**src/rtl/mem_region_ctrl_if.sv**
```systemverilog
// CPU-side memory bus for mem_region_ctrl: request/address/direction in,
// registered region selects and the ready/err completion pulse out.
interface mem_region_ctrl_if #(
    parameter int unsigned ADDR_W = 13
);
    logic              req;
    logic [ADDR_W-1:0] addr;
    logic              we;
    logic              rom_sel;
    logic              ram_sel;
    logic              io_sel;
    logic              ready;
    logic              err;

    modport master (
        output req, addr, we,
        input  rom_sel, ram_sel, io_sel, ready, err
    );

    modport slave (
        input  req, addr, we,
        output rom_sel, ram_sel, io_sel, ready, err
    );
endinterface

```
**src/rtl/mem_region_ctrl.sv**
```systemverilog
// ROM/RAM/IO region decoder with registered selects and per-region wait states.
// Optional ROM write protection is enabled by defining ROM_WP_EN.
module mem_region_ctrl #(
    parameter int unsigned          ADDR_W   = 13,
    parameter logic [ADDR_W-1:0]    RAM_BASE = 13'h1800,
    parameter int unsigned          IO_SIZE  = 0,
    parameter int unsigned          ROM_WAIT = 1,
    parameter int unsigned          RAM_WAIT = 0,
    parameter int unsigned          IO_WAIT  = 2
) (
    input  logic               clk,
    input  logic               rst,
    mem_region_ctrl_if.slave   bus
);
    localparam int unsigned MAX_WAIT = (ROM_WAIT > RAM_WAIT)
        ? ((ROM_WAIT > IO_WAIT) ? ROM_WAIT : IO_WAIT)
        : ((RAM_WAIT > IO_WAIT) ? RAM_WAIT : IO_WAIT);
    localparam int unsigned CNT_W = (MAX_WAIT < 1) ? 1 : $clog2(MAX_WAIT + 1);

    // One bit wider than the address so IO_SIZE = 0 puts the IO base past the map.
    localparam logic [ADDR_W:0] IO_BASE = {1'b1, {ADDR_W{1'b0}}} - (ADDR_W+1)'(IO_SIZE);

    localparam logic [CNT_W-1:0] ROM_W = CNT_W'(ROM_WAIT);
    localparam logic [CNT_W-1:0] RAM_W = CNT_W'(RAM_WAIT);
    localparam logic [CNT_W-1:0] IO_W  = CNT_W'(IO_WAIT);

    generate
        if (!((RAM_BASE != '0) && ({1'b0, RAM_BASE} <= IO_BASE))) begin : g_bad_map
            $error("mem_region_ctrl: need 0 < RAM_BASE <= 2^ADDR_W - IO_SIZE");
        end
    endgenerate

    typedef enum logic [1:0] {IDLE, BUSY, DONE} state_t;

    state_t           state;
    logic [CNT_W-1:0] cnt;
    logic             rom_q, ram_q, io_q, ready_q;
    logic             is_io, is_ram, is_rom, wp_hit;
    logic [CNT_W-1:0] ld_cnt;

    assign is_io  = ({1'b0, bus.addr} >= IO_BASE);
    assign is_ram = !is_io && (bus.addr >= RAM_BASE);
    assign is_rom = !is_io && !is_ram;
    assign ld_cnt = is_io ? IO_W : (is_ram ? RAM_W : ROM_W);

`ifdef ROM_WP_EN
    logic err_q;
    assign wp_hit  = bus.we && is_rom;
    assign bus.err = err_q;
`else
    logic unused_we;
    assign unused_we = bus.we;
    assign wp_hit    = 1'b0;
    assign bus.err   = 1'b0;
`endif

    always_ff @(posedge clk) begin
        if (rst) begin
            state   <= IDLE;
            cnt     <= '0;
            rom_q   <= 1'b0;
            ram_q   <= 1'b0;
            io_q    <= 1'b0;
            ready_q <= 1'b0;
`ifdef ROM_WP_EN
            err_q   <= 1'b0;
`endif
        end else begin
            case (state)
                IDLE: if (bus.req) begin
                    state <= BUSY;
                    if (wp_hit) begin
                        // Rejected ROM write: complete immediately, no select.
                        cnt     <= '0;
                        ready_q <= 1'b1;
`ifdef ROM_WP_EN
                        err_q   <= 1'b1;
`endif
                    end else begin
                        rom_q   <= is_rom;
                        ram_q   <= is_ram;
                        io_q    <= is_io;
                        cnt     <= ld_cnt;
                        ready_q <= (ld_cnt == '0);
                    end
                end
                BUSY: begin
                    if (ready_q) begin
                        state   <= DONE;
                        rom_q   <= 1'b0;
                        ram_q   <= 1'b0;
                        io_q    <= 1'b0;
                        ready_q <= 1'b0;
`ifdef ROM_WP_EN
                        err_q   <= 1'b0;
`endif
                    end else begin
                        // ready is registered, so raise it as the count leaves 1.
                        cnt     <= cnt - 1'b1;
                        ready_q <= (cnt == CNT_W'(1));
                    end
                end
                DONE:    state <= IDLE;
                default: state <= IDLE;
            endcase
        end
    end

    assign bus.rom_sel = rom_q;
    assign bus.ram_sel = ram_q;
    assign bus.io_sel  = io_q;
    assign bus.ready   = ready_q;
endmodule

```
**src/flat_wrapper.sv**
```systemverilog
// flat-port wrapper written by rule: the top's interface ports become plain ports
module mem_region_ctrl_flat 
#(
    parameter int unsigned          ADDR_W   = 13,
    parameter logic [ADDR_W-1:0]    RAM_BASE = 13'h1800,
    parameter int unsigned          IO_SIZE  = 0,
    parameter int unsigned          ROM_WAIT = 1,
    parameter int unsigned          RAM_WAIT = 0,
    parameter int unsigned          IO_WAIT  = 2
)
  (clk, rst, bus_req, bus_addr, bus_we, bus_rom_sel, bus_ram_sel, bus_io_sel, bus_ready, bus_err);
  mem_region_ctrl_if #(.ADDR_W(ADDR_W)) bus_i ();
  input  logic clk;
  input  logic rst;
  input wire logic [$bits(bus_i.req)-1:0] bus_req;
  input wire logic [$bits(bus_i.addr)-1:0] bus_addr;
  input wire logic [$bits(bus_i.we)-1:0] bus_we;
  output wire logic [$bits(bus_i.rom_sel)-1:0] bus_rom_sel;
  output wire logic [$bits(bus_i.ram_sel)-1:0] bus_ram_sel;
  output wire logic [$bits(bus_i.io_sel)-1:0] bus_io_sel;
  output wire logic [$bits(bus_i.ready)-1:0] bus_ready;
  output wire logic [$bits(bus_i.err)-1:0] bus_err;
  assign bus_i.req = bus_req;
  assign bus_i.addr = bus_addr;
  assign bus_i.we = bus_we;
  assign bus_rom_sel = bus_i.rom_sel;
  assign bus_ram_sel = bus_i.ram_sel;
  assign bus_io_sel = bus_i.io_sel;
  assign bus_ready = bus_i.ready;
  assign bus_err = bus_i.err;
  mem_region_ctrl #(.ADDR_W(ADDR_W), .RAM_BASE(RAM_BASE), .IO_SIZE(IO_SIZE), .ROM_WAIT(ROM_WAIT), .RAM_WAIT(RAM_WAIT), .IO_WAIT(IO_WAIT)) u_core (.clk(clk), .rst(rst), .bus(bus_i));
endmodule
```
**config.mk**
```make
export PLATFORM = sky130hd
export DESIGN_NAME = mem_region_ctrl_flat
export DESIGN_NICKNAME = d
export VERILOG_FILES = /design/src/rtl/mem_region_ctrl_if.sv /design/src/rtl/mem_region_ctrl.sv /design/src/flat_wrapper.sv
export SDC_FILE = /design/constraint.sdc
export NUM_CORES = 1
export LEC_CHECK = 0
export BUFFER_PORTS_ARGS = -buffer_cell sky130_fd_sc_hd__buf_2
export CORE_AREA = 2 2 39 41
export DETAILED_ROUTE_END_ITERATION = 12
export DIE_AREA = 0 0 41 43
export PLACE_DENSITY = 0.59
export SETUP_SLACK_MARGIN = 0.2
export SYNTH_ARGS = -nofsm -noshare
export SYNTH_HDL_FRONTEND = slang
export SYNTH_SLANG_ARGS = --single-unit
```
**constraint.sdc**
```tcl
create_clock -name clk -period 1.45 [get_ports clk]
set_input_delay 0.29 -clock clk [delete_from_list [all_inputs] [get_ports clk]]
set_output_delay 0.29 -clock clk [all_outputs]
set_load 0.01 [all_outputs]
```
==> flow_summary.yaml <==
sta:
  finalCritPeriodShare_pct: 80.4
  fmax_ghz: 0.858
  setup_viol: 0
  final_critical_path_setup_slack_ns: 0.285
  grt_setup_unrepaired: "false"
  post-route-min-period_ns: 1.17
  fin_setup_tns_ns: 0
  finalClockSkew_ns: 0.00195
  hold_viol_final: 0
  timing.final.max_slew_violations: 0
worst_setup_path:
  reg2reg_setup_slack_ns: 0.28
  timing.critical_path.from_type: "register"
  timing.critical_path.required_ns: 1.61
  critPathMaxFanout: 6
  critical_path.endpoint_type: "register"
  cp.arrival_ns: 1.33
  timing_worst_setup_path_type: "reg -> reg"
detailed_routing:
  wl_microns: 667
  drt-initial-drc-count: 5
  avgViaCountPerCell: 4.32
  route.detailed.drc: 0
  firstDrtPassIters: 2
  wire_per_inst_microns: 10.1
  detailroute.via_count: 285
  ant_nets: 0
logic_synthesis:
  post_synth_main_area_contributors: "dfxtp_1, nor2_1, mux2i_1"
  synth-simple-area-share_pct: 28.6
  synth_mux_area_share_pct: 5.44
  synthMostInstantiatedCell: "dfxtp_1"
  syn_area_sq_um: 368
  post_synthesis_share_of_cell_area_spent_on_full_adders_half_adders_and_majority_gates_pct: 3.40
  synth_xor_xnor_area_share_pct: 0
  area_fraction_in_compound_gates_after_synthesis_pct: 18.4
  synth_enable_flop_cells: 0
  synth.cells.most_frequent: "dfxtp_1, nor2_1, nand2_1, nand2b_1"
  yosys_warnings: 0
  synth_top_family_by_area: "simple AND/OR/NAND/NOR gates"
  netlist_instances: 40
  ys_seq_elements: 7
  synth_cell_type_count: 20
  predominant_post_synthesis_flop_cell: "dfxtp_1"
  synth-async-reset-ratio_pct: 0
  synth_area_leader_cell: "dfxtp_1"
  avgSynthCellArea_sq_um: 9.20
  ys_seq_area_share_pct: 38.1
  synthDominantCellAreaShare_pct: 38.1
final_layout:
  multiInputGateArea_sq_um: 213
  antenna-diode-count: 0
  final_util_pct: 31.6
  final_nets: 69
  fill_cells: 160
  area.sequential_sq_um: 140
  postLayoutCellArea_sq_um: 438
  syn2layout_area_growth_pct: 19.0
  drive_above_1_share_pct: 30.0
global_route:
  grt_pass1_vias: 245
  grt_max_degree: 8
  tot_gr_track_use_pct: 9.36
  antenna_found_initial: 0
  global_route.overflow_total: 0
  first_pass_grt_wire_length_mm: 1.06
hold_path:
  hold_path_class: "in -> reg"
cts:
  clock_tree.buffer_depth: 2
  cell_at_the_root_of_the_clock_tree: "clkbuf_4"
  clk_latency_ns: 0.25
  postCtsSetupBuffers: 0
  tritoncts: "yes"
  maximum_level_of_the_cts_h_tree: 1
  tritoncts_buffers: 3
  worst_setup_hold_path_clk_slew_ns: 0.05
  cts_repair_resize_count: 0
  cts_sinks: 7
  hold_buffers: 0
place:
  gp_routability_congestion: 0.700
  dp_hpwl_microns: 481
  placed_cell_area_sq_um: 412
  io_buffers: 7
  place_worst_setup_slack_ns: 0.299
floorplanning:
  die_y_microns: 43
  die-width_microns: 41
  io-pin-count: 22
  floorplan.initialDensity_pct: 26.6
  num_rows: 14
  core_area_sq_um: 1380
  die_area_sq_um: 1760
run_status:
  status: "complete, no violations"
run:
  max_capacitance_violation_count: 0
power:
  pwr_density_cell_nw_per_um2: 1150
  leakage_nw: 0.184
  power.ir.vdd_worst_mv: 0.301
## metal layers
layer	vias to the layer above	part of all wire (%)	track usage, %
met4	0	0	6.00
met2	8	44	12.5
li1	155	-	-
met3	0	7.0	4.71
met5	-	0	0
met1	122	49	11.3
## flip-flops by register name (all words and copies together) (netlist names)
register / cells
u_core.bus.ram_sel: 1
u_core.state: 2
u_core.bus.ready: 1
u_core.bus.rom_sel: 1
u_core.cnt: 2
## critical path: stages (launching register included)
cell	delay, ns
dfxtp_1	0.35
nand2b_1	0.19
a21oi_4	0.23
a21oi_2	0.08
a311oi_2	0.23
## per-stage QoR
step | power [mW] | hold WS, ns | std cells
CTS | 0.516 | 0.299 | 66
floorplan | 0.304 | 0.358 | 41
global placement | 0.328 | 0.458 | 62
global route | 0.537 | 0.324 | 66
detailed placement | 0.328 | 0.463 | 62
finish | 0.503 | 0.311 | 66
## final cells by class
cell class / count / area share [%]
Clock buffer: 4 / 6.00
Multi-Input combinational cell: 31 / 48.6
Tap cell: 16 / 4.57
Sequential cell: 7 / 32.0
Inverter: 1 / 0.857
Timing Repair Buffer: 7 / 8.00
## cell usage in the layout (no fill, tap or decap)
master,count
a21oi_1,2
a21oi_2,2
a21oi_4,1
a311oi_1,1
a311oi_2,1
and2b_1,1
buf_2,7
clkbuf_1,1
clkbuf_4,3
conb_1,2
dfxtp_1,7
ha_1,1
inv_1,1
mux2i_1,2
nand2_1,3
nand2b_1,3
nand2b_4,1
nand3_1,2
nand3b_1,1
nor2_1,6
nor2b_1,1
nor3b_1,1
## worst paths after layout
kind	from	endpoint	cells after the start
hold reg to reg	u_core.cnt[1]	u_core.cnt[1]	2
setup / recovery	u_core.bus.ready	u_core.cnt[0]	4
setup reg to reg	u_core.bus.ready	u_core.cnt[0]	4
hold / removal	rst	u_core.cnt[0]	2
## kinds of logic (layout without fill, tap and decap cells)
family	Yosys count	count (layout)
compound gates	7	7
fa+ha+maj	1	1
buf+inv	3	12
flops	7	7
mux	2	2
other cells	1	2
simple gates	19	19
## where the power goes
group          internal [mW]  total (mW)  switching (mW)
clock network          0.105       0.178          0.0730
registers              0.209       0.224          0.0151
logic                 0.0478       0.101          0.0529
Power figures use the tool's default switching activity.
